### config.mk
export PLATFORM = sky130hd
export DESIGN_NAME = serial_adder_ctrl_flat
export DESIGN_NICKNAME = d
export VERILOG_FILES = /design/src/rtl/serial_adder_if.sv /design/src/rtl/serial_adder_ctrl.sv /design/src/flat_wrapper.sv
export SDC_FILE = /design/constraint.sdc
export NUM_CORES = 1
export LEC_CHECK = 0
export ABC_AREA = 1
export CAP_MARGIN = 20
export CORE_UTILIZATION = 52
export DETAILED_ROUTE_END_ITERATION = 8
export PLACE_DENSITY_LB_ADDON = 0.25
export SYNTH_ARGS = -nofsm -noshare
export SYNTH_HDL_FRONTEND = slang
export SYNTH_SLANG_ARGS = --single-unit
export TNS_END_PERCENT = 20
### constraint.sdc
create_clock -name clk -period 1.64 [get_ports clk]
set_clock_uncertainty 0.1 [all_clocks]
set_input_delay 0.246 -clock clk [delete_from_list [all_inputs] [get_ports clk]]
set_output_delay 0.246 -clock clk [all_outputs]
set_load 0.02 [all_outputs]
### src/rtl/serial_adder_if.sv
// serial_adder_if
// Handshake and data bundle for the bit-serial adder controller.
// Optional macro: SERIAL_ADDER_SUB_EN adds the 'sub' request bit.
//   master: drives start, a, b, cin (and sub); observes busy, done, sum, cout
//   slave : the adder controller side
interface serial_adder_if #(
    parameter int N = 8
);
    logic         start;
    logic [N-1:0] a;
    logic [N-1:0] b;
    logic         cin;
`ifdef SERIAL_ADDER_SUB_EN
    logic         sub;
`endif
    logic         busy;
    logic         done;
    logic [N-1:0] sum;
    logic         cout;

`ifdef SERIAL_ADDER_SUB_EN
    modport master (output start, a, b, cin, sub, input busy, done, sum, cout);
    modport slave  (input start, a, b, cin, sub, output busy, done, sum, cout);
`else
    modport master (output start, a, b, cin, input busy, done, sum, cout);
    modport slave  (input start, a, b, cin, output busy, done, sum, cout);
`endif
endinterface

### src/rtl/serial_adder_ctrl.sv
// serial_adder_ctrl
// Bit-serial N-bit adder: one shared full-adder cell is stepped over the
// operand bits LSB first, one bit per clock. The result and carry-out are
// registered and announced with a single-cycle done pulse.
// Optional macro: SERIAL_ADDER_SUB_EN enables subtraction (a - b) via bus.sub.
// Ports:
//   clk   : system clock, rising edge
//   rst_n : synchronous active-low reset
//   bus   : serial_adder_if.slave (start/a/b/cin[/sub] in, busy/done/sum/cout out)
//
// state | meaning
// IDLE  | waiting for start
// RUN   | one operand bit processed per cycle
// FIN   | sum/cout valid, done high; start may launch the next operation
module serial_adder_ctrl #(
    parameter int N = 8
) (
    input  logic           clk,
    input  logic           rst_n,
    serial_adder_if.slave  bus
);
    localparam int CNT_W = $clog2(N + 1);

    typedef enum logic [1:0] {
        IDLE = 2'd0,
        RUN  = 2'd1,
        FIN  = 2'd2
    } state_t;

    state_t       state, state_next;
    logic [N-1:0] a_sr, b_sr, r_sr;
    logic         carry;
    logic [CNT_W-1:0] cnt;
    logic [N-1:0] sum_q;
    logic         cout_q;

    logic         accept;
    logic         busy_c, done_c;
    logic         last_bit;
    logic         fa_sum, fa_carry;
    logic [N-1:0] b_load;
    logic         c_load;

    // Subtraction is two's complement: invert b and force the carry-in.
    always_comb begin
        b_load = bus.b;
        c_load = bus.cin;
`ifdef SERIAL_ADDER_SUB_EN
        if (bus.sub) begin
            b_load = ~bus.b;
            c_load = 1'b1;
        end
`endif
    end

    assign fa_sum   = a_sr[0] ^ b_sr[0] ^ carry;
    assign fa_carry = (a_sr[0] & b_sr[0]) | (a_sr[0] & carry) | (b_sr[0] & carry);
    assign last_bit = (cnt == CNT_W'(N - 1));

    always_ff @(posedge clk) begin
        if (!rst_n) state <= IDLE;
        else        state <= state_next;
    end

    always_comb begin
        state_next = state;
        busy_c     = 1'b0;
        done_c     = 1'b0;
        accept     = 1'b0;
        case (state)
            IDLE: begin
                if (bus.start) begin
                    accept     = 1'b1;
                    state_next = RUN;
                end
            end
            RUN: begin
                busy_c = 1'b1;
                if (last_bit) state_next = FIN;
            end
            FIN: begin
                done_c = 1'b1;
                if (bus.start) begin
                    accept     = 1'b1;
                    state_next = RUN;
                end else begin
                    state_next = IDLE;
                end
            end
            default: state_next = IDLE;
        endcase
    end

    always_ff @(posedge clk) begin
        if (!rst_n) begin
            a_sr   <= '0;
            b_sr   <= '0;
            r_sr   <= '0;
            carry  <= 1'b0;
            cnt    <= '0;
            sum_q  <= '0;
            cout_q <= 1'b0;
        end else if (accept) begin
            a_sr  <= bus.a;
            b_sr  <= b_load;
            r_sr  <= '0;
            carry <= c_load;
            cnt   <= '0;
        end else if (state == RUN) begin
            a_sr  <= {1'b0, a_sr[N-1:1]};
            b_sr  <= {1'b0, b_sr[N-1:1]};
            r_sr  <= {fa_sum, r_sr[N-1:1]};
            carry <= fa_carry;
            cnt   <= cnt + CNT_W'(1);
            // Final bit goes straight into the result register so sum is
            // valid in the same cycle done rises.
            if (last_bit) begin
                sum_q  <= {fa_sum, r_sr[N-1:1]};
                cout_q <= fa_carry;
            end
        end
    end

    assign bus.busy = busy_c;
    assign bus.done = done_c;
    assign bus.sum  = sum_q;
    assign bus.cout = cout_q;
endmodule

### src/flat_wrapper.sv
// flat-port wrapper written by rule: the top's interface ports become plain ports
module serial_adder_ctrl_flat 
#(
    parameter int N = 8
)
  (clk, rst_n, bus_start, bus_a, bus_b, bus_cin, bus_busy, bus_done, bus_sum, bus_cout);
  serial_adder_if #(.N(N)) bus_i ();
  input  logic clk;
  input  logic rst_n;
  input wire logic [$bits(bus_i.start)-1:0] bus_start;
  input wire logic [$bits(bus_i.a)-1:0] bus_a;
  input wire logic [$bits(bus_i.b)-1:0] bus_b;
  input wire logic [$bits(bus_i.cin)-1:0] bus_cin;
  output wire logic [$bits(bus_i.busy)-1:0] bus_busy;
  output wire logic [$bits(bus_i.done)-1:0] bus_done;
  output wire logic [$bits(bus_i.sum)-1:0] bus_sum;
  output wire logic [$bits(bus_i.cout)-1:0] bus_cout;
  assign bus_i.start = bus_start;
  assign bus_i.a = bus_a;
  assign bus_i.b = bus_b;
  assign bus_i.cin = bus_cin;
  assign bus_busy = bus_i.busy;
  assign bus_done = bus_i.done;
  assign bus_sum = bus_i.sum;
  assign bus_cout = bus_i.cout;
  serial_adder_ctrl #(.N(N)) u_core (.clk(clk), .rst_n(rst_n), .bus(bus_i));
endmodule
## Word-level counts from Yosys, hierarchy flattened

Cells that the tools add are included.

- Input bits: 20
- Logic and storage cells: 43
- Register bits: 40
- Output and inout bits: 11

- Mux-type cells: 14
- Add/sub/neg operators: 1
- Eq/ne operators: 5
- Bitwise gates (word level): 9
- Reduce and logical (&&, ||, !) cells: 6

Operator list:

| cell | count |
|---|---|
| 8-bit two-way mux | 4 |
| 1-bit two-way mux | 7 |
| 2-bit one-hot mux with 3 select lines | 1 |
| 4-bit by 1-bit adder with 4-bit output, second input constant | 1 |
| 4-bit by 3-bit == test with 1-bit output, second input constant | 1 |
| 2-bit two-way mux | 2 |
| 2-bit OR reduction | 2 |
| 1-bit AND | 3 |
| 3-bit AND reduction | 1 |
| 2-bit by 1-bit == test with 1-bit output, second input constant | 1 |
| 2-bit == test, second input constant | 1 |
| 2-bit logical NOT | 1 |
| 2-bit by 1-bit != test with 1-bit output, second input constant | 1 |
| 2-bit != test, second input constant | 1 |
| 1-bit NOT | 2 |
| 1-bit bitwise OR | 2 |
| 2-bit AND reduction | 1 |
| 2-bit nonzero test | 1 |
| 1-bit XOR | 2 |

## Logic depth before layout (Yosys ltp)

- Word-level depth: 5
- Gate-level depth with buffers: 9
- Gate-level depth less buffers: 7

## Least setup slack after synthesis

OpenSTA, ideal clock, no wires.

- Kind: reg2out
- Start: reg u_core.state[1]
- End: out bus_busy
- Arrival: 0.881 ns
- Path buffers: 3
- Setup slack: 0.413 ns
- Required time: 1.294 ns
- Cell stages (with the launch flop): 7
- Cells stage by stage: dfxtp_1 buf_4 inv_6 nand2_2 buf_6 inv_4 buf_6

- Word-level cells in the longest chain between the ends: 2

Ends and longest elaborated chain:

| what | line | source |
|---|---|---|
| from (decl) | serial_adder_ctrl.sv:30 | `state_t state, state_next;` |
| from (signal assigned) | serial_adder_ctrl.sv:62 | `else state <= state_next;` |
| 2-bit by 1-bit == test with 1-bit output | serial_adder_ctrl.sv:70 | `case (state)` |
| 1-bit two-way mux | serial_adder_ctrl.sv:70 |  |
| to (decl) | flat_wrapper.sv:14 | `output wire logic [$bits(bus_i.busy)-1:0] bus_busy;` |

Every way passes these cells.

## Worst setup path in the final report

- Start: reg u_core.state[1]
- End: out bus_done

- Word-level cells in the longest chain between the ends: 2

Ends and longest elaborated chain:

| what | line | source |
|---|---|---|
| 2-bit == test | serial_adder_ctrl.sv:70 |  |
| 1-bit two-way mux | serial_adder_ctrl.sv:70 |  |
| to (decl) | flat_wrapper.sv:15 | `output wire logic [$bits(bus_i.done)-1:0] bus_done;` |

Every way passes these cells.

==> results.tsv <==
metric	value	unit
outcome	complete, no violations	
CTS Hold Bufs	0	
DRT Pass-1 Iters	4	
IO Pins	31	
Avg WL per Cell	10.7	microns
total CTS buffers	5	
Die Span Y	60.4	microns
post-synthesis instance total	247	
worst hold path class	primary input to register	
GP Congestion	0.801	
Layout Cells excl Fill	329	
Fillers	301	
Slew @ Worst Pin	0.380	ns
Yosys top cell area share	44.1	%
critical path peak fanout	9	
CTS sink count	39	
global-route wire length before repair	5910	microns
worst hold margin	0.366	ns
switching pwr	494	uW
CTS max path bufs	2	
Final Cycle Share	95.0	%
Pleak	0.00103	uW
Die ar.	0.00364	sq mm
largest net degree at the start of global routing	27	
number of max-cap violations	0	
PD cells	937	mW/mm^2
dpl ws	-0.00290	ns
fraction of layout cells with a size suffix above 1	14.4	%
CP Capture Type	output port	
TritonCTS clock tree	yes	
PortBufs	30	
Root Driver	clkbuf_4	
setup bufs post-CTS	0	
CTS clk-pin slew, worst paths	0.12	ns
Core ar.	0.00315	sq mm
P&R area growth vs syn	25.9	%
Die Width	60.4	microns
iteration-0 DRC count of the detailed router	123	
asr flop ratio synth	0	%
cell count of the worst reg-to-reg path	8	
Primary FF master, synth	dfxtp_1	
synth unique cells	24	
final setup margin	0.0822	ns
WP data required	1.29	ns
Reg power frac	48.7	%
FMAX	0.642	GHz
vias	1621	
Syn Area/Cell	7.17	sq um
Final ANT Viol Nets	0	
DRC Markers	0	
aggregate global routing overflow	0	
most frequent cell after synthesis	nand2_1	
internal power	1600	uW
routed wire length	3520	microns
Antenna diodes	0	
Synth area leader	dfxtp_1	
Finished Cell Area	0.00223	sq mm
synthesis-stage register bit count	39	
reg2reg setup slack	0.21	ns
initial antenna violation count	0	
critical path type	register to output port	
final setup vio count	0	
Critical Path Start Type	register	
Post-Syn Nets	269	
nets	306	
Post-synth EDFFs	0	
Initial Utilization	56.2	%
WHS Path Cells	3	
Syn Std Cell Area	0.00177	sq mm
critical path data arrival time	1.21	ns
vias in the first global route	1372	
clk_lat worst skew	0.35	ns
Rows	20	
htree depth	2	
Placed Cells	321	
Vias/cell	4.93	
DP Wirelength	2530	microns
Comb pwr share	13.6	%
synth top area cells	dfxtp_1, nand2_1, nand3_1	
gr usage total	21.9	%
final core utilization	70.7	%
synth cell count leaders	nand2_1, dfxtp_1, nand3_1, inv_1, nor2_1	
hold violation total from the final report	0	
RSZ-0062 raised after global routing	false	
Relative slew margins	74.6	%
Clock Power Share	37.7	%
area of placed instances	0.00214	sq mm
pins over their slew limit	0	
Warnings, synthesis	0	
VDD IR max	0.956	mV
post-synthesis sequential area ratio	44.1	%
Sw Ratio	23.6	%
Tmin final	1.56	ns
[critical path: stages (launching register included)]
cell,delay (ns)
dfxtp_2,0.38
inv_6,0.06
nor2_1,0.11
clkdlybuf4s15_1,0.31
[logic make-up after synthesis]
family	share of synthesized area (%)
and+or+nand+nor	31.9
buffers and inverters	12.6
DFF	44.1
AOI/OAI and AO/OA	9.47
adders and majority gates	1.84
[worst paths after layout]
path                      from                 to
max            u_core.state[1]           bus_done
min                   bus_a[7]     u_core.a_sr[7]
max reg2reg    u_core.state[1]  u_core.bus.sum[0]
min reg2reg  u_core.bus.sum[6]  u_core.bus.sum[6]
[area by class of cell]
class	instances	area, sq um	share of cell area [%]
timing repair buffer	42	387	17.3
clock buffer	6	41.3	1.85
clock inverter	2	60.1	2.69
inverter	34	138	6.17
tap	44	55.1	2.47
multi-input combinational	162	766	34.3
sequential	39	783	35.1
[stage by stage]
stage                     setup TNS [ns]  power [uW]
after floorplan                        0        1220
after global placement                 0        1320
after detailed placement        -0.00290        1320
after CTS                        -0.0114        2100
after global routing                   0        2180
final                                  0        2090
[cells in the final DEF (no fill, tap or decap), types with 6 or more instances in the layout]
cell type        synthesis  final
dlygate4sd2_1            0      9
nor3_1                   7      7
inv_1                   27     27
a21oi_2                  8      8
nand3_1                 34     34
dfxtp_1                 39     37
clkdlybuf4s50_1          0     19
a21oi_1                 10     10
nor2_1                  21     21
nand2_1                 67     67
o21ai_0                  6      6
buf_4                    2     11
[what timing repair did]
item / in CTS / in global routing
setup endpoints to repair: 11 / 1
hold endpoints to repair: 0 / 0
gates resized for setup: 13 / 3
[flip-flops by register name, indices dropped and copies added (netlist names)]
name	count
u_core.bus.cout	1
u_core.r_sr	7
u_core.cnt	4
u_core.a_sr	8
u_core.state	2
u_core.b_sr	8
u_core.carry	1
u_core.bus.sum	8
[metal layers]
metal  GRT usage, %  routed length, microns  vias up
met5              0                       0        -
met4           9.63                      50        0
met3           5.54                     150        7
met2           34.2                    1510       35
met1           28.6                    1810      732
li1               -                       -      847
[power groups by stage]
stage	logic, uW	clock network [uW]	registers, uW
3_3_place_gp	280	0	1040
2_1_floorplan	191	0	1030
6_report	284	788	1020
3_5_place_dp	285	0	1040
5_1_grt	323	836	1020
4_1_cts	285	794	1020
Note: power is estimated with default switching activity, not from simulation.
